**src/rtl/normalize_pack.sv**
```systemverilog
// Floating-point adder back end: normalizes the raw adder mantissa, rounds and packs {sign, exp, frac}.
// Optional round-up on sticky is enabled by defining NORMALIZE_PACK_ROUND_EN (default: truncate).
module normalize_pack #(
  parameter int EXP_W = 5,
  parameter int MAN_W = 10
) (
  input  logic                   clk,
  input  logic                   rst_n,
  input  logic                   in_valid,
  output logic                   in_ready,
  input  logic                   in_sign,
  input  logic [EXP_W-1:0]       in_exp,
  input  logic [MAN_W:0]         in_mant,
  input  logic                   in_carry,
  input  logic                   in_sticky,
  input  logic                   in_eff_sub,
  output logic                   out_valid,
  input  logic                   out_ready,
  output logic [EXP_W+MAN_W:0]   out_result,
  output logic [2:0]             out_flags,
  output logic [1:0]             dbg_state
);

  // Handshake: a transfer happens on a rising edge where valid and ready are both 1;
  // out_valid and its payload stay unchanged until that edge, and ready never depends on valid.

  typedef enum logic [1:0] {IDLE, NORM, ROUND, OUT} state_t;

  localparam logic [EXP_W:0] EXP_ONE = 1;
  localparam logic [EXP_W:0] EXP_MAX = {1'b0, {EXP_W{1'b1}}};

  state_t               state;
  logic                 sign_q;
  logic                 sticky_q;
  logic [EXP_W:0]       exp_q;
  logic [MAN_W:0]       mant_q;
  logic [EXP_W+MAN_W:0] res_q;
  logic [2:0]           flags_q;

  logic [MAN_W:0]       round_mant;
  logic [EXP_W:0]       round_exp;
  logic                 ovf;
  logic                 unf;
  logic [EXP_W+MAN_W:0] pack_res;
  logic [2:0]           pack_flags;
`ifdef NORMALIZE_PACK_ROUND_EN
  logic [MAN_W+1:0]     round_sum;
`endif

  assign in_ready  = (state == IDLE);
  assign dbg_state = state;

  // Rounding and packing of the normalized mantissa; consumed in the ROUND state.
  always_comb begin
    round_mant = mant_q;
    round_exp  = exp_q;
`ifdef NORMALIZE_PACK_ROUND_EN
    round_sum  = {1'b0, mant_q} + {{(MAN_W+1){1'b0}}, 1'b1};
    if (sticky_q && mant_q[0]) begin
      if (round_sum[MAN_W+1]) begin
        round_mant = round_sum[MAN_W+1:1];
        round_exp  = exp_q + EXP_ONE;
      end else begin
        round_mant = round_sum[MAN_W:0];
      end
    end
`endif
    ovf = (round_exp >= EXP_MAX);
    unf = !round_mant[MAN_W];
    if (ovf)
      pack_res = {sign_q, {EXP_W{1'b1}}, {MAN_W{1'b0}}};
    else if (unf)
      pack_res = {sign_q, {EXP_W{1'b0}}, round_mant[MAN_W-1:0]};
    else
      pack_res = {sign_q, round_exp[EXP_W-1:0], round_mant[MAN_W-1:0]};
    pack_flags = {ovf, unf & ~ovf, sticky_q | ovf};
  end

  always_ff @(posedge clk or negedge rst_n) begin
    if (!rst_n) begin
      state      <= IDLE;
      sign_q     <= 1'b0;
      sticky_q   <= 1'b0;
      exp_q      <= '0;
      mant_q     <= '0;
      res_q      <= '0;
      flags_q    <= '0;
      out_valid  <= 1'b0;
      out_result <= '0;
      out_flags  <= '0;
    end else begin
      case (state)
        IDLE: begin
          if (in_valid) begin
            sticky_q <= in_sticky;
            exp_q    <= (!in_eff_sub && in_carry) ? ({1'b0, in_exp} + EXP_ONE) : {1'b0, in_exp};
            // An effective subtract without carry produced a negative mantissa.
            if (in_eff_sub && !in_carry) begin
              mant_q <= -in_mant;
              sign_q <= ~in_sign;
            end else begin
              mant_q <= in_mant;
              sign_q <= in_sign;
            end
            state <= NORM;
          end
        end
        NORM: begin
          if (mant_q == '0) begin
            res_q   <= '0;
            flags_q <= {2'b00, sticky_q};
            state   <= OUT;
          end else if (!mant_q[MAN_W] && (exp_q > EXP_ONE)) begin
            mant_q <= mant_q << 1;
            exp_q  <= exp_q - EXP_ONE;
          end else begin
            state <= ROUND;
          end
        end
        ROUND: begin
          res_q   <= pack_res;
          flags_q <= pack_flags;
          state   <= OUT;
        end
        OUT: begin
          // First OUT cycle publishes the result; later cycles wait for the consumer.
          if (!out_valid) begin
            out_valid  <= 1'b1;
            out_result <= res_q;
            out_flags  <= flags_q;
          end else if (out_ready) begin
            out_valid  <= 1'b0;
            out_result <= '0;
            out_flags  <= '0;
            state      <= IDLE;
          end
        end
        default: state <= IDLE;
      endcase
    end
  end

endmodule

```
**config.mk**
```make
export PLATFORM = sky130hd
export DESIGN_NAME = normalize_pack
export DESIGN_NICKNAME = d
export VERILOG_FILES = /design/src/rtl/normalize_pack.sv
export SDC_FILE = /design/constraint.sdc
export NUM_CORES = 1
export LEC_CHECK = 0
export ABC_AREA = 1
export BUFFER_PORTS_ARGS = -buffer_cell sky130_fd_sc_hd__buf_2
export CAP_MARGIN = 20
export CORE_ASPECT_RATIO = 0.75
export CORE_MARGIN = 5
export CORE_UTILIZATION = 35
export DETAILED_ROUTE_END_ITERATION = 16
export HOLD_SLACK_MARGIN = 0.1
export MAX_ROUTING_LAYER = met4
export PLACE_DENSITY = 0.6
export SETUP_SLACK_MARGIN = 0.15
export SYNTH_ARGS = -nofsm -noshare
export SYNTH_HDL_FRONTEND = slang
export SYNTH_SLANG_ARGS = --single-unit
```
**constraint.sdc**
```tcl
create_clock -name clk -period 3.07 [get_ports clk]
set_input_delay 0.614 -clock clk [delete_from_list [all_inputs] [get_ports clk]]
set_output_delay 0.614 -clock clk [all_outputs]
set_load 0.02 [all_outputs]
```
-- Yosys cells after proc, flatten, opt, wreduce, memory -nomap -nowiden
Cells that the tools add are included.
- add/sub/neg operators: 3
- order comparisons: 2
- equality and inequality tests: 11
- muxes and demuxes: 29
- bitwise logic cells: 4
- reduce and logical (&&, ||, !) cells: 15
- operators by type and width (cell ; count):
    16-bit two-way mux ; 3
    11-bit two-way mux ; 4
    16-bit case mux with 2 select lines ; 1
    15-bit two-way mux ; 2
    6-bit two-way mux ; 4
    11-bit case mux with 2 select lines ; 1
    2-bit != test, second input constant ; 6
    6-bit case mux with 2 select lines ; 1
    11-bit zero test ; 1
    11-bit negator ; 1
    2-bit two-way mux ; 5
    3-bit two-way mux ; 3
    2-bit case mux with 4 select lines ; 1
    4-bit AND reduction ; 2
    5-bit by 1-bit adder with 6-bit output, second input constant ; 1
    6-bit by 5-bit greater-or-equal comparator with 1-bit output, second input constant ; 1
    6-bit by 1-bit greater-than comparator with 1-bit output, second input constant ; 1
    3-bit case mux with 2 select lines ; 1
    2-bit AND reduction ; 3
    6-bit by 1-bit subtractor with 6-bit output, second input constant ; 1
    2-bit == test, second input constant ; 2
    2-bit nonzero test ; 2
    1-bit logical AND ; 3
    1-bit zero test ; 3
    other kinds (8) ; 11
- flip-flop bits (word level): 60
- input bits: 24
- output and inout port bits: 23
- logic and storage cells: 74

-- Logic depth before layout (Yosys ltp)
Gate-level depths: netlist of the first run.
- depth after elaboration: 5
- gate-level depth with buffers: 12
- mapped depth without buffers: 11

-- Worst setup path before layout of the first run
OpenSTA, ideal clock, no wires.
- kind: register -> register
- start: register state[0] (netlist: dbg_state[0])
- end: register exp_q[3]
- setup time: 116 ps
- arrival time: 1804 ps
- setup slack: 1149 ps
- stages on the path, launching flop included: 12
- period minus slack after synthesis: 1921 ps
- cell sequence: dfrtp_1 > inv_1 > ha_1 > inv_1 > or2_2 > o21ai_0 > inv_1 > nand3_4 > inv_2 > buf_6 > nand2_1 > nand2_1
- word-level cells in the longest chain between the ends: 3
- elaborated cells between the ends (all ways): 8
- those cells by class: 4 x eq/ne; 1 x mux; 3 x reduce/logical
- ends and longest elaborated chain (element ; RTL line ; RTL):
    from (decl) ; 32 ; state_t state;
    from (signal assigned) ; 81 ; state <= IDLE;
    from (signal assigned) ; 105 ; state <= NORM;
    from (signal assigned) ; 112 ; state <= OUT;
    2-bit zero test * ; n/a ;
    named net in_ready ; 10 ; output logic in_ready,
    2-bit != test (no line) or 2-bit nonzero test (tied branches) ; n/a ;
    4-bit AND reduction (no line) ; n/a ;
    to (signal assigned) ; 96 ; exp_q <= (!in_eff_sub && in_carry) ? ({1'b0, in_exp} + EXP_ONE) : {1'b0, in_exp};
    to (signal assigned) ; 115 ; exp_q <= exp_q - EXP_ONE;
    to (decl) ; 35 ; logic [EXP_W:0] exp_q;
The timed path passes the listed nets; every way through them passes the cells marked *.
A chain may end at the register's enable or synchronous reset.

-- Worst setup path in the final report of the first run
- start: register state[1] (netlist: dbg_state[1])
- end: register res_q[2]
- word-level cells in the longest chain between the ends: 3
- elaborated cells between the ends (all ways): 6
- those cells by class: 3 x eq/ne; 1 x mux; 2 x reduce/logical
- ends and longest elaborated chain (element ; RTL line ; RTL):
    2-bit by 1-bit == test with 1-bit output or 2-bit == test (tied branches) ; 92 ; case (state)
    2-bit != test (no line) or 2-bit nonzero test (tied branches) ; n/a ;
    2-bit AND reduction (no line) ; n/a ;
    to (signal assigned) ; 121 ; res_q <= pack_res;
    to (decl) ; 37 ; logic [EXP_W+MAN_W:0] res_q;
Several ways; a longest one is shown, not always the timed one.

==> results by stage, run 1 <==
Placed design:
- The total half-perimeter wirelength after legalization and detailed placement is between 5000 and 6000 um.
- The placement-stage cell area is between 3000 and 4000 sq um.
- The quantity of I/O buffers inserted on ports is 46.
- The final weighted congestion of routability-driven global placement is 0.823.

Clock tree:
- The latest clock arrival within the worst-skew pair is around 0.33 ns.
- The buffer count from post-CTS setup fixing is 0.
- The tree is rooted in a sky130_fd_sc_hd__clkbuf_16.
- The tree built by TritonCTS fans out to 60 sinks.
- The number of buffers on the longest clock path is 2.
- The number of hold-repair buffers added at the cts stage is 0.
- Counting the buffers created by CTS gives 9.
- The clock tree from TritonCTS is yes.
- Post-CTS repair changed the size of 0 cells.
- The clock-pin slew on the worst setup and hold paths is roughly 0.050 ns.
- The H-tree was split into 3 levels.

Min path:
- The path class of the tightest hold or removal check is in -> async.

STA:
- The worst clock skew is between 0.003 and 0.004 ns.
- In the final timing run, aggregate negative setup slack is 0 ns.
- For the pin with the worst max-slew slack, the measured transition is a little over 0.7 ns.
- In this run the tightest slew margin relative to its limit is 0.527.
- After layout, the minimum clock period comes to about 2.1 ns.
- The count of final max-slew check failures is 0.
- Setup violations remaining at the end of the flow were counted as 0.
- Setup repair after global routing left no endpoint under its margin.
- The final critical-path share of the clock period is 0.693.
- The peak clock frequency supported by timing is between 400 and 500 MHz.
- The number of hold violations in the final report is 0.

Synth:
- The share of flip-flops with an asynchronous set or reset is 1.00.
- The sequential area share after synthesis is 0.454.
- The instance count of the mapped netlist is 440.
- The most common flop cell mapped by yosys is sky130_fd_sc_hd__dfrtp_1.
- Each instance of the synthesized netlist takes up on average approximately 7.5 sq um.
- The cell area that synthesis handed to floorplanning was approximately 3300 sq um.
- The number of enable flip-flop cells after synthesis is 0.
- The synthesized flop and latch total is 60.
- The net count after synthesis is around 470.
- The netlist uses 30 different library cells.
- Yosys printed 0 warnings.

Floorplan:
- Row generation in the floorplan step produced 30 rows.
- In this run the vertical extent of the chip is 94.2 um.
- The number of top-level pins is between 40 and 50.
- The initial standard-cell utilization of the core is 0.361.
- The floorplan step defined a die boundary enclosing about 12000 sq um.
- The overall die width is approximately 120 um.
- The core area is slightly above 9000 sq um.

Detailed routing:
- Summed over all layers, the routed wires come to between 7000 and 8000 um.
- Dividing the detail-routed via count by the number of cells gives 4.71.
- After the first detailed-routing iteration, the DRC count stood at 100.
- The post-detailed-route DRC marker count is 0.
- The total number of vias is slightly below 3k.
- The residual antenna-violating net count after detailed routing is 0.
- The pre-antenna-repair detailed-routing pass consisted of 4 iterations.
- After detailed routing, the average wire length per cell comes to 12.4 um.

GRT:
- The number of antenna violations at the first check in global routing is 0.
- The leftover overflow at the end of global routing is 0.
- Across every metal layer, demand over resource in global routing totals 0.148.
- The number of global-route vias before repair came to roughly 2.8k.
- The wire length of the first global-routing pass is 13100 um.
- The maximum number of pins on one net before global-route repair is 34.

Pwr:
- The leakage component of the power is 2.08 nW.
- VDD sags by at most around 0.33 mV.
- The total power divided by cell area is 1060 nW/um^2.

Setup path:
- The slowest stage of the critical path is the sky130_fd_sc_hd__ha_1 cell.
- STA puts the critical path data required time at 3.31 ns.
- On the worst path, the slowest cell contributes a delay of ~0.47 ns.
- The critical path contains buffers and inverters numbering 2 combined.
- The signal on the critical path passes through inv_1 -> ha_1 -> nand3_2 -> o21ai_2 -> buf_4 -> nand3_1 -> o21ai_0.
- STA classifies the critical path startpoint as a flip-flop.
- The worst endpoint data arrival time is roughly 2.4 ns.
- The setup path with the least slack is of type reg -> reg.
- The kind of cell adding the most delay to the critical path is adder cells.
- The sort of element at the end of the critical path is a flip-flop.
- The biggest fanout along the worst timing path is 22.

Cells and area:
- In the final layout, the share of cells above drive strength 1 is 0.148.
- Relative to the synthesized area, the layout overhead comes to 18.5%.
- For this run, the share of the core covered by cells in the final layout is 0.428.
- The finished layout cell area is about 3900 sq um.
- The most frequent standard cell in the layout excluding fill and tap cells is sky130_fd_sc_hd__nand2_1.
- The net count of the finished layout is roughly 520.
- 0 antenna diodes ended up in the layout.
- In the layout the commonest cells are sky130_fd_sc_hd__nand2_1 (120), sky130_fd_sc_hd__nand3_1 (72), sky130_fd_sc_hd__dfrtp_1 (60), sky130_fd_sc_hd__inv_1 (52), sky130_fd_sc_hd__buf_2 (46).

Job:
- The total of max-cap violations is 0.

Run status:
- The flow ran to the end, and the final reports show no timing, DRC or antenna violations.
==> state kept, by name, summed over array words and instances (netlist names) <==
name	count
sign_q	1
out_valid	1
mant_q	11
out_result	16
dbg_state	2
res_q	16
out_flags	3
exp_q	6
flags_q	3
sticky_q	1
==> worst paths after layout <==
| kind | start | to | slack (ns) | depth (start not counted) |
|---|---|---|---|---|
| worst max-delay path | dbg_state[1]$_DFFE_PN0P_ | res_q[2]$_DFFE_PN0P_ | 0.94 | 7 |
| worst min-delay path | rst_n | out_result[1]$_DFFE_PN0P_ | 0.33 | 1 |
| worst max register to register | dbg_state[1]$_DFFE_PN0P_ | res_q[2]$_DFFE_PN0P_ | 0.94 | 7 |
| worst min register to register | sign_q$_DFFE_PN0P_ | sign_q$_DFFE_PN0P_ | 0.49 | 2 |
| max in group asynchronous | rst_n | exp_q[1]$_DFFE_PN0P_ | 2.13 | 2 |
| min in group clk | sign_q$_DFFE_PN0P_ | sign_q$_DFFE_PN0P_ | 0.49 | 2 |
==> Yosys cell counts, types with 2 or more instances <==
library cell               count  area (sq um)
sky130_fd_sc_hd__a21o_1        2          15.0
sky130_fd_sc_hd__nand4_1       2          12.5
sky130_fd_sc_hd__o21ai_2       2          17.5
sky130_fd_sc_hd__o21bai_1      2          15.0
sky130_fd_sc_hd__o21ai_0      45           225
sky130_fd_sc_hd__buf_6         4          45.0
sky130_fd_sc_hd__ha_1          9           113
sky130_fd_sc_hd__clkbuf_1      6          22.5
sky130_fd_sc_hd__o21ai_1       3          15.0
sky130_fd_sc_hd__xor2_1        2          17.5
sky130_fd_sc_hd__inv_1        52           195
sky130_fd_sc_hd__nand3_1      72           360
sky130_fd_sc_hd__nor2_1       31           116
sky130_fd_sc_hd__nand2_1     120           450
sky130_fd_sc_hd__dfrtp_1      60          1500
sky130_fd_sc_hd__buf_2         6          30.0
sky130_fd_sc_hd__a21oi_1       7          35.0
sky130_fd_sc_hd__or2_2         2          12.5
sky130_fd_sc_hd__xnor2_1       2          17.5
==> metrics by stage <==
stage	hold WS (ns)	setup WS, ns	total power, mW	cells
2_1_floorplan	0.318	1.15	2.74	440
3_3_place_gp	0.475	1.09	3.12	599
3_5_place_dp	0.482	0.956	3.15	599
4_1_cts	0.350	0.930	4.20	614
5_1_grt	0.394	0.692	4.52	614
6_report	0.325	0.943	4.15	614
==> final cells by class <==
cell class                 count  area (sq um)
clock buffer                  14           274
timing repair buffer          50           273
clock inverter                 1          30.0
tap                          128           160
sequential                    60          1500
fill                         968          5240
multi-input combinational    307          1480
inverter                      54           203
==> worst reg2reg max path: cells and delay by family (launching register included) <==
kind / cells / cell delay [ns]
buffers and inverters: 2 / 0.45
adders and majority gates: 1 / 0.47
and+or+nand+nor: 2 / 0.31
AOI/OAI and AO/OA: 2 / 0.40
DFF: 1 / 0.42
==> power breakdown <==
group          total [mW]  switching [mW]  internal, mW
clock network        1.02           0.333         0.690
logic                1.73            1.16         0.575
registers            1.40           0.261          1.14
==> routing by layer <==
layer  global-route usage  vias to the layer above  part of all wire
met4               0.0391                        0             0.011
met2                0.221                       44              0.45
met5                    -                        -                 0
met1                0.193                     1348              0.50
met3               0.0476                       10             0.043
li1                     -                     1489                 -
==> cells by family (layout without fill, tap and decap cells) <==
group | Yosys count | in the layout | share of synthesized area
fa+ha+maj | 9 | 9 | 0.0340
compound gates | 62 | 62 | 0.0998
xor+xnor | 4 | 4 | 0.0106
flops | 60 | 60 | 0.454
simple gates | 231 | 231 | 0.300
mux | 1 | 1 | 0.00340
buf+inv | 73 | 119 | 0.0990
No activity file was read; power rests on OpenSTA's default activity.
==> run 2: changes to the inputs <==
Clock period 3.07 ns to 2.15 ns, I/O delays scaled along.
==> run 2 against run 1 <==
Effect of this change: via count is 0.31% higher; critical path depth is 4 higher; highest routed layer unchanged; count of clock-buffer cells in the layout is 5 lower.
==> results by stage, run 2 (synthesized netlist as in run 1, its figures left out) <==
Clock tree:
- The number of buffers added by the clock tree synthesis step is 9 (unchanged).
- The clock tree from TritonCTS is yes (unchanged).
- The library cell used as clock root buffer is sky130_fd_sc_hd__clkbuf_16 (unchanged).
- The latest clock arrival within the worst-skew pair came to 0.33 ns (about the same).
- The clock-pin slew on the worst setup and hold paths is 0.05 ns (about the same).
- The total number of clock tree sinks is 60 (unchanged).
- The number of buffers on the longest clock path was 2 (unchanged).
- The buffer count from post-CTS setup fixing is 0 (unchanged).
- The number of levels the H-tree was split into is 3 (unchanged).

Placed design:
- The number of placed cells counting well taps is 605 (was 599).
- The final weighted congestion of routability-driven global placement was 0.874 (was 0.823).
- The quantity of I/O buffers inserted on ports was 46 (unchanged).
- The total half-perimeter wirelength after legalization and detailed placement is 5620 um (was 5570 um).
- The post-placement setup slack was 0.309 ns (was 0.956 ns).

Setup path:
- The stage delay of the slowest cell on the critical path is 0.43 ns (was 0.47 ns).
- The sort of element at the end of the critical path was a flip-flop (unchanged).
- The highest-delay cell along the critical path is sky130_fd_sc_hd__dfrtp_1 (was sky130_fd_sc_hd__ha_1).
- The source of the worst register-to-register timing path is dbg_state[0]$_DFFE_PN0P_ (was dbg_state[1]$_DFFE_PN0P_).
- The launching element type of the critical path is a flip-flop (unchanged).
- The setup slack on the worst flop-to-flop path came to 0.34 ns (was 0.94 ns).
- The critical path class is reg -> reg (unchanged).
- The end of the worst register-to-register path is mant_q[10]$_DFFE_PN0P_ (was res_q[2]$_DFFE_PN0P_).
- The logic depth of the worst register-to-register path is 11 (was 7).
- The critical path data required time was 2.37 ns (was 3.31 ns).
- The worst endpoint data arrival time is 2.03 ns (was 2.37 ns).
- The launch point of the critical path is dbg_state[0]$_DFFE_PN0P_ (was dbg_state[1]$_DFFE_PN0P_).
- The biggest fanout along the worst timing path is 18 (was 22).
- The most prevalent standard cell on the critical path is sky130_fd_sc_hd__inv_1.
- Critical path, cell by cell: inv_1 -> ha_1 -> inv_1 -> or2_2 -> o21ai_0 -> inv_1 -> nand3_4 -> buf_6 -> nor2_1 -> nand2_1 -> nand2_1 (was inv_1 -> ha_1 -> nand3_2 -> o21ai_2 -> buf_4 -> nand3_1 -> o21ai_0).

STA:
- The count of final max-slew check failures came to 0 (unchanged).
- The count of final setup violators is 0 (unchanged).
- The minimum period implied by the final worst setup slack is 1.81 ns (was 2.13 ns).
- The peak clock frequency supported by timing is 552 MHz (was 470 MHz).
- The final critical-path share of the clock period was 0.843 (was 0.693).
- RSZ-0062 raised after global routing: false (unchanged).
- The final total negative setup slack is 0 ns (unchanged).
- The worst clock skew is 0.00737 ns (was 0.00374 ns).
- The slew at the pin closest to its max-slew limit is 0.379 ns (was 0.707 ns).
- The worst setup margin was 0.338 ns (was 0.943 ns).
- The number of hold violations in the final report was 0 (unchanged).
- The normalized max-slew margin is 0.747 (was 0.527).

Cells and area:
- The number of antenna cells inserted came to 0 (unchanged).
- The final core area utilization is 0.436 (was 0.428).
- The final net count is 522 (was 515).
- The area added between synthesis and finish is 20.7% (was 18.5%).
- The most frequent standard cell in the layout excluding fill and tap cells is sky130_fd_sc_hd__nand2_1 (unchanged).
- The share of layout cells above drive strength 1 was 0.166 (was 0.148).
- The final cell count without fillers came to 622 (was 614).
- The number of inserted filler cells in the final layout is 965 (was 968).
- Most used cells in the layout excluding fill and tap cells: sky130_fd_sc_hd__nand2_1 (120), sky130_fd_sc_hd__nand3_1 (72), sky130_fd_sc_hd__dfrtp_1 (60), sky130_fd_sc_hd__inv_1 (52), sky130_fd_sc_hd__buf_2 (46) (unchanged).
- Registers with the highest flip-flop counts: out_result (16), res_q (16), mant_q (11) (unchanged).

GRT:
- The leftover overflow at the end of global routing is 0 (unchanged).
- The maximum number of pins on one net before global-route repair is 48 (was 34).
- The met1 layer usage reported by global route is 0.208 (was 0.193).
- The number of global-route vias before repair is 2760 (was 2782).
- The met3 layer usage reported by global route is 0.0500 (was 0.0476).
- The number of antenna violations at the first check in global routing is 0 (unchanged).
- The overall routing resource usage came to 0.153 (was 0.148).
- The layer with the highest usage is met2 (unchanged).
- The met2 usage is 0.222 (was 0.221).
- The wire length of the first global-routing pass is 13500 um (was 13100 um).

Pwr:
- The leakage component of the power came to 2.12 nW (was 2.08 nW).
- The total power divided by cell area was 1530 nW/um^2 (was 1060 nW/um^2).
- The proportion of power drawn by flip-flops and latches came to 0.328 (was 0.337).
- The logic gate share of total power is 0.423 (was 0.417).
- The switching power as a share of total power was 0.420 (was 0.421).
- The total net switching power is 2.56 mW (was 1.75 mW).
- The design internal power was 3.54 mW (was 2.40 mW).
- The peak supply drop is 0.714 mV (was 0.332 mV).
- The clock share of power is 0.249 (was 0.246).

Detailed routing:
- The total number of vias is 2900 (was 2891).
- The post-detailed-route DRC marker count is 0 (unchanged).
- The post-detailed-routing wire length is 7690 um (was 7620 um).
- The first-pass iteration count of the detailed router came to 4 (unchanged).
- The wire length per cell was 12.4 um (about the same).
- The residual antenna-violating net count after detailed routing came to 0 (unchanged).
- The per-cell via count in the routed design is 4.66 (was 4.71).
- The detailed router's first-iteration violation count is 124 (was 100).

Min path:
- The worst hold path terminates at sticky_q$_DFFE_PN0P_.
- The class of the most critical hold timing path is in -> reg (was in -> async).
- The cell depth of the worst min-delay path is 2.
- The worst min-delay path startpoint is in_sticky.

Floorplan:
- The initial standard-cell utilization of the core is 0.361 (unchanged).
- The vertical die dimension is 94.2 um (unchanged).
- The number of top-level pins was 47 (unchanged).
- The die outline area is 11500 sq um (unchanged).
- The core area is 9160 sq um (unchanged).
- The number of core rows is 30 (unchanged).
- The overall die width is 122 um (unchanged).

Run status:
- Status: finished, final reports clean (unchanged).

Job:
- The total of max-cap violations is 0 (unchanged).
-- run 2: cell types whose count changed in the layout (fill, tap and decap cells not counted) --
cell and change:
sky130_fd_sc_hd__buf_4 +5, sky130_fd_sc_hd__clkbuf_8 -3, sky130_fd_sc_hd__clkinv_2 +3, sky130_fd_sc_hd__clkbuf_1 -2, sky130_fd_sc_hd__buf_6 +1, sky130_fd_sc_hd__bufinv_16 +1
sky130_fd_sc_hd__clkinv_4 +1, sky130_fd_sc_hd__clkinvlp_4 +1, sky130_fd_sc_hd__dlygate4sd3_1 +1, sky130_fd_sc_hd__ha_1 -1, sky130_fd_sc_hd__ha_2 +1
-- run 2: how the worst max path moves through the flow --
stage                              to  slack, ns  cells past startpoint
5_1_grt        mant_q[10]$_DFFE_PN0P_       0.16                     11
4_1_cts         res_q[13]$_DFFE_PN0P_       0.28                      7
6_report       mant_q[10]$_DFFE_PN0P_       0.34                     11
2_1_floorplan    exp_q[3]$_DFFE_PN0P_       0.23                     11
3_3_place_gp   mant_q[10]$_DFFE_PN0P_       0.39                     11
3_5_place_dp   mant_q[10]$_DFFE_PN0P_       0.31                     11
-- run 2: final cells by class --
| cell class | count | area, sq um | share of cell area |
|---|---|---|---|
| clock buffers | 9 | 225 | 0.0564 |
| clock inverters | 7 | 91.3 | 0.0229 |
| inverters | 54 | 203 | 0.0507 |
| multi-input cells | 307 | 1480 | 0.371 |
| flip-flops and latches | 60 | 1500 | 0.376 |
| well taps | 128 | 160 | 0.0401 |
| repair buffers | 57 | 332 | 0.0830 |
-- run 2: worst max-delay path: cells and delay by family, from the launching register on --
family / cells / cell delay, ns
AND/OR/NAND/NOR: 5 / 0.54
buffers and inverters: 4 / 0.43
flip-flops: 1 / 0.43
adder cells (fa/ha/maj): 1 / 0.21
AO/OA/AOI/OAI: 1 / 0.08
-- run 2: metal layers --
| layer | share of wire | wire, um |
|---|---|---|
| met3 | 0.046 | 352 |
| met4 | 0.0064 | 49 |
| met5 | 0 | 0 |
| met2 | 0.44 | 3390 |
| met1 | 0.51 | 3900 |
-- run 2: power by group through the flow --
stage	logic, mW	registers (mW)	clock network, mW
finish	2.58	2.00	1.52
floorplan	1.81	2.11	0
CTS	2.60	2.00	1.56
global route	3.00	2.07	1.61
detailed placement	2.58	2.01	0
global placement	2.54	2.01	0
-- run 2: per-stage QoR --
step | hold slack (ns) | instance area, sq um | power, mW
2_1_floorplan | 0.134 | 3310 | 3.92
3_3_place_gp | 0.355 | 3660 | 4.55
3_5_place_dp | 0.358 | 3660 | 4.60
4_1_cts | 0.345 | 3990 | 6.16
5_1_grt | 0.342 | 4000 | 6.68
6_report | 0.345 | 4000 | 6.10
-- run 2: repair_timing --
| item | CTS | global route |
|---|---|---|
| gates resized for setup | 0 | 2 |
| hold buffers | 1 | 0 |
| hold endpoints to repair | 13 | 0 |
| endpoints found under the setup margin | 0 | 7 |
==> run 3: changes to the inputs <==
Settings changed: ABC_AREA 1 to 0.
Clock period 2.15 ns to 1.7 ns, I/O delays scaled along.
==> run 3 against run 2 <==
Effect of this change: the run now ends with negative setup slack left; register-to-register slack got worse by 0.47 ns; via count increased by 8.7%; worst hold slack got worse by 0.087 ns; total power increased by 77%; critical path depth decreased by 4; first-iteration DRC count increased by 37%; sequential share of layout area decreased by 9.0 points; routed wire length increased by 33%.
==> results by stage, run 3 <==
Job:
- The total of max-cap violations is 0 (unchanged).

Placed design:
- The quantity of I/O buffers inserted on ports came to 46 (unchanged).
- The number of placed cells counting well taps is 542 (was 605).
- The total half-perimeter wirelength after legalization and detailed placement came to 6600 um (was 5620 um).
- The post-placement setup slack is -0.235 ns (was 0.309 ns).
- The final weighted congestion of routability-driven global placement is 0.899 (was 0.874).

STA:
- The peak clock frequency supported by timing is 546 MHz (was 552 MHz).
- The count of final setup violators is 24 (was 0).
- The hold slack is 0.258 ns (was 0.345 ns).
- The normalized max-slew margin is 0.744 (was 0.747).
- The worst clock skew is 0.00757 ns (was 0.00737 ns).
- The number of hold violations in the final report is 0 (unchanged).
- The minimum period implied by the final worst setup slack is 1.83 ns (was 1.81 ns).
- The worst setup margin is -0.131 ns (was 0.338 ns).
- The count of final max-slew check failures is 0 (unchanged).
- RSZ-0062 raised after global routing: true (was false).
- The slew at the pin closest to its max-slew limit came to 0.383 ns (was 0.379 ns).
- The final critical-path share of the clock period was 1.08 (was 0.843).

Pwr:
- The power consumption is 10.8 mW (was 6.10 mW).
- The total power divided by cell area was 2050 nW/um^2 (was 1530 nW/um^2).
- The peak supply drop came to 0.846 mV (was 0.714 mV).
- The leakage component of the power is 2.33 nW (was 2.12 nW).

Setup path:
- The biggest fanout along the worst timing path is 5 (was 18).
- The sort of element at the end of the critical path is a flip-flop (unchanged).
- The launching element type of the critical path is a flip-flop (unchanged).
- The worst endpoint data arrival time is 2.07 ns (was 2.03 ns).
- The critical path data required time is 1.94 ns (was 2.37 ns).
- The critical path class was reg -> reg (unchanged).

Synth:
- The synthesized flop and latch total is 60 (unchanged).
- The number of enable flip-flop cells after synthesis is 0 (unchanged).
- The cell with the most instances after synthesis is sky130_fd_sc_hd__dfrtp_1 (was sky130_fd_sc_hd__nand2_1).
- Commonest cells in the synthesized netlist: sky130_fd_sc_hd__dfrtp_1 (60), sky130_fd_sc_hd__nand2_1 (33), sky130_fd_sc_hd__a22o_1 (19) (was sky130_fd_sc_hd__nand2_1 (120), sky130_fd_sc_hd__nand3_1 (72), sky130_fd_sc_hd__dfrtp_1 (60)).
- The mean post-synth cell area is 10.4 sq um (was 7.52 sq um).
- The net count after synthesis came to 355 (was 473).
- The area fraction of the dominant cell type after synthesis is 0.450 (was 0.454).
- The cell area after synthesis is 3340 sq um (was 3310 sq um).
- Cell types occupying the most area after synthesis: sky130_fd_sc_hd__dfrtp_1 (45%), sky130_fd_sc_hd__a22o_1 (5.0%), sky130_fd_sc_hd__nand2_1 (3.7%) (was sky130_fd_sc_hd__dfrtp_1 (45%), sky130_fd_sc_hd__nand2_1 (14%), sky130_fd_sc_hd__nand3_1 (11%)).
- The most common flop cell mapped by yosys is sky130_fd_sc_hd__dfrtp_1 (unchanged).
- The share of flip-flops with an asynchronous set or reset was 1.00 (unchanged).
- The cell accounting for the most synthesized area was sky130_fd_sc_hd__dfrtp_1 (unchanged).
- The instance count of the mapped netlist was 322 (was 440).
- The Yosys warning count was 0 (unchanged).
- The count of different cell masters after synthesis came to 68 (was 30).
- The sequential area share after synthesis came to 0.450 (was 0.454).

Floorplan:
- The initial standard-cell utilization of the core is 0.363 (was 0.361).
- The core area is 9200 sq um (was 9160 sq um).
- The overall die width is 123 um (was 122 um).
- The number of core rows came to 30 (unchanged).
- The vertical die dimension is 94.6 um (was 94.2 um).
- The number of top-level pins came to 47 (unchanged).
- The die outline area came to 11600 sq um (was 11500 sq um).

Cells and area:
- The area added between synthesis and finish came to 57.7% (was 20.7%).
- Most used cells in the layout excluding fill and tap cells: sky130_fd_sc_hd__buf_4 (59), sky130_fd_sc_hd__dfrtp_1 (58), sky130_fd_sc_hd__buf_2 (45), sky130_fd_sc_hd__nand2_1 (21), sky130_fd_sc_hd__a22o_1 (19) (was sky130_fd_sc_hd__nand2_1 (120), sky130_fd_sc_hd__nand3_1 (72), sky130_fd_sc_hd__dfrtp_1 (60), sky130_fd_sc_hd__inv_1 (52), sky130_fd_sc_hd__buf_2 (46)).
- The number of antenna cells inserted was 0 (unchanged).
- The most frequent standard cell in the layout excluding fill and tap cells is sky130_fd_sc_hd__buf_4 (was sky130_fd_sc_hd__nand2_1).
- The final net count is 481 (was 522).
- The number of inserted filler cells in the final layout is 793 (was 965).
- The share of layout cells above drive strength 1 is 0.528 (was 0.166).
- The final cell count without fillers is 581 (was 622).
- Registers with the highest flip-flop counts: out_result (16), res_q (16), mant_q (11) (unchanged).

GRT:
- The number of antenna violations at the first check in global routing is 0 (unchanged).
- The overall routing resource usage is 0.178 (was 0.153).
- The maximum number of pins on one net before global-route repair is 61 (was 48).
- The number of global-route vias before repair is 3094 (was 2760).
- The leftover overflow at the end of global routing is 0 (unchanged).
- The wire length of the first global-routing pass is 15800 um (was 13500 um).

Clock tree:
- The clock-pin slew on the worst setup and hold paths came to 0.06 ns (was 0.05 ns).
- The clock tree from TritonCTS is yes (unchanged).
- The latest clock arrival within the worst-skew pair is 0.33 ns (about the same).
- The library cell used as clock root buffer was sky130_fd_sc_hd__clkbuf_16 (unchanged).
- The number of buffers on the longest clock path was 2 (unchanged).
- The number of levels the H-tree was split into was 3 (unchanged).
- The total number of clock tree sinks is 60 (unchanged).
- The number of buffers added by the clock tree synthesis step came to 9 (unchanged).

Detailed routing:
- The detailed router's first-iteration violation count is 170 (was 124).
- The post-detailed-routing wire length is 10300 um (was 7690 um).
- The post-detailed-route DRC marker count is 0 (unchanged).
- The per-cell via count in the routed design was 5.42 (was 4.66).
- The residual antenna-violating net count after detailed routing is 0 (unchanged).
- The wire length per cell is 17.6 um (was 12.4 um).
- The first-pass iteration count of the detailed router is 4 (unchanged).
- The total number of vias is 3151 (was 2900).

Run status:
- The checks that failed: negative setup slack.
- Status: complete, but fails checks (was finished, final reports clean).

Min path:
- The class of the most critical hold timing path was in -> reg (unchanged).
## run 3: cell types whose count changed in the layout (fill, tap and decap cells not counted), moves of 9 or more
cell and delta:
sky130_fd_sc_hd__mux2_4 +9, sky130_fd_sc_hd__nand2_1 -99, sky130_fd_sc_hd__inv_1 -41, sky130_fd_sc_hd__nand3_1 -58, sky130_fd_sc_hd__buf_6 +16, sky130_fd_sc_hd__a22o_1 +19, sky130_fd_sc_hd__nor2_1 -28, sky130_fd_sc_hd__o21ai_0 -39
sky130_fd_sc_hd__nor3_1 +10, sky130_fd_sc_hd__buf_4 +51, sky130_fd_sc_hd__nand2_4 +10
## run 3: final cells by class
type,instances,area [sq um],area share
repair buffers,131,1060,0.201
inverters,15,61.3,0.0116
clock buffers,9,225,0.0428
multi-input cells,231,2150,0.409
well taps,128,160,0.0304
flip-flops and latches,60,1500,0.286
clock inverters,7,101,0.0193
## run 3: cell families after synthesis
family	count (synthesis)	synth area share
AO/OA/AOI/OAI	94	0.223
XOR/XNOR	5	0.0131
adder cells (fa/ha/maj)	9	0.0337
buffers and inverters	32	0.0431
flip-flops	60	0.450
multiplexers	16	0.0603
AND/OR/NAND/NOR	106	0.177
## run 3: worst max-delay path, stage by stage (launching register included)
cell and delay (ns):
sky130_fd_sc_hd__dfrtp_2 0.42, sky130_fd_sc_hd__inv_4 0.09, sky130_fd_sc_hd__ha_4 0.21, sky130_fd_sc_hd__mux2_4 0.19, sky130_fd_sc_hd__buf_4 0.12, sky130_fd_sc_hd__o2111ai_4 0.13
sky130_fd_sc_hd__or4_1 0.45, sky130_fd_sc_hd__o211ai_1 0.13
## run 3: stage by stage
step / util / TNS (ns) / instance area [sq um]
6_report: 0.572 / -1.28 / 5260
3_5_place_dp: 0.453 / -2.74 / 4170
5_1_grt: 0.572 / -2.55 / 5260
4_1_cts: 0.529 / -0.467 / 4860
2_1_floorplan: - / -4.51 / 3390
3_3_place_gp: 0.453 / -1.73 / 4170
## run 3: per-layer routing
| metal | vias up | GRT usage | wire (um) |
|---|---|---|---|
| met5 | - | - | 0 |
| met4 | 0 | 0.0531 | 91 |
| met3 | 15 | 0.0377 | 434 |
| met2 | 80 | 0.257 | 4690 |
| met1 | 1578 | 0.252 | 5030 |
| li1 | 1478 | - | - |
## run 3: path summary, 6_finish.rpt
| kind | start | end | slack (ns) | cells past startpoint |
|---|---|---|---|---|
| setup / recovery | dbg_state[1]$_DFFE_PN0P_ | exp_q[2]$_DFFE_PN0P_ | -0.13 | 7 |
| hold / removal | in_sticky | sticky_q$_DFFE_PN0P_ | 0.26 | 2 |
| setup reg to reg | dbg_state[1]$_DFFE_PN0P_ | exp_q[2]$_DFFE_PN0P_ | -0.13 | 7 |
| hold reg to reg | sign_q$_DFFE_PN0P_ | sign_q$_DFFE_PN0P_ | 0.49 | 2 |
| max in group asynchronous | rst_n | dbg_state[1]$_DFFE_PN0P_ | 0.86 | 3 |
| min in group asynchronous | rst_n | exp_q[0]$_DFFE_PN0P_ | 0.57 | 3 |
## run 3: what timing repair did
| action | CTS | global route |
|---|---|---|
| gates cloned | 1 | 4 |
| endpoints found under the hold margin | 60 | 0 |
| hold buffers | 1 | 0 |
| buffers inserted | 10 | 7 |
| pin swaps | 25 | 28 |
| setup endpoints to repair | 39 | 52 |
| gates resized for setup | 58 | 62 |
## run 3: where the power goes
| part | internal (mW) | switching (mW) | leakage (nW) |
|---|---|---|---|
| registers | 2.07 | 0.501 | 0.765 |
| logic | 3.18 | 3.07 | 1.41 |
| clock network | 1.29 | 0.679 | 0.152 |
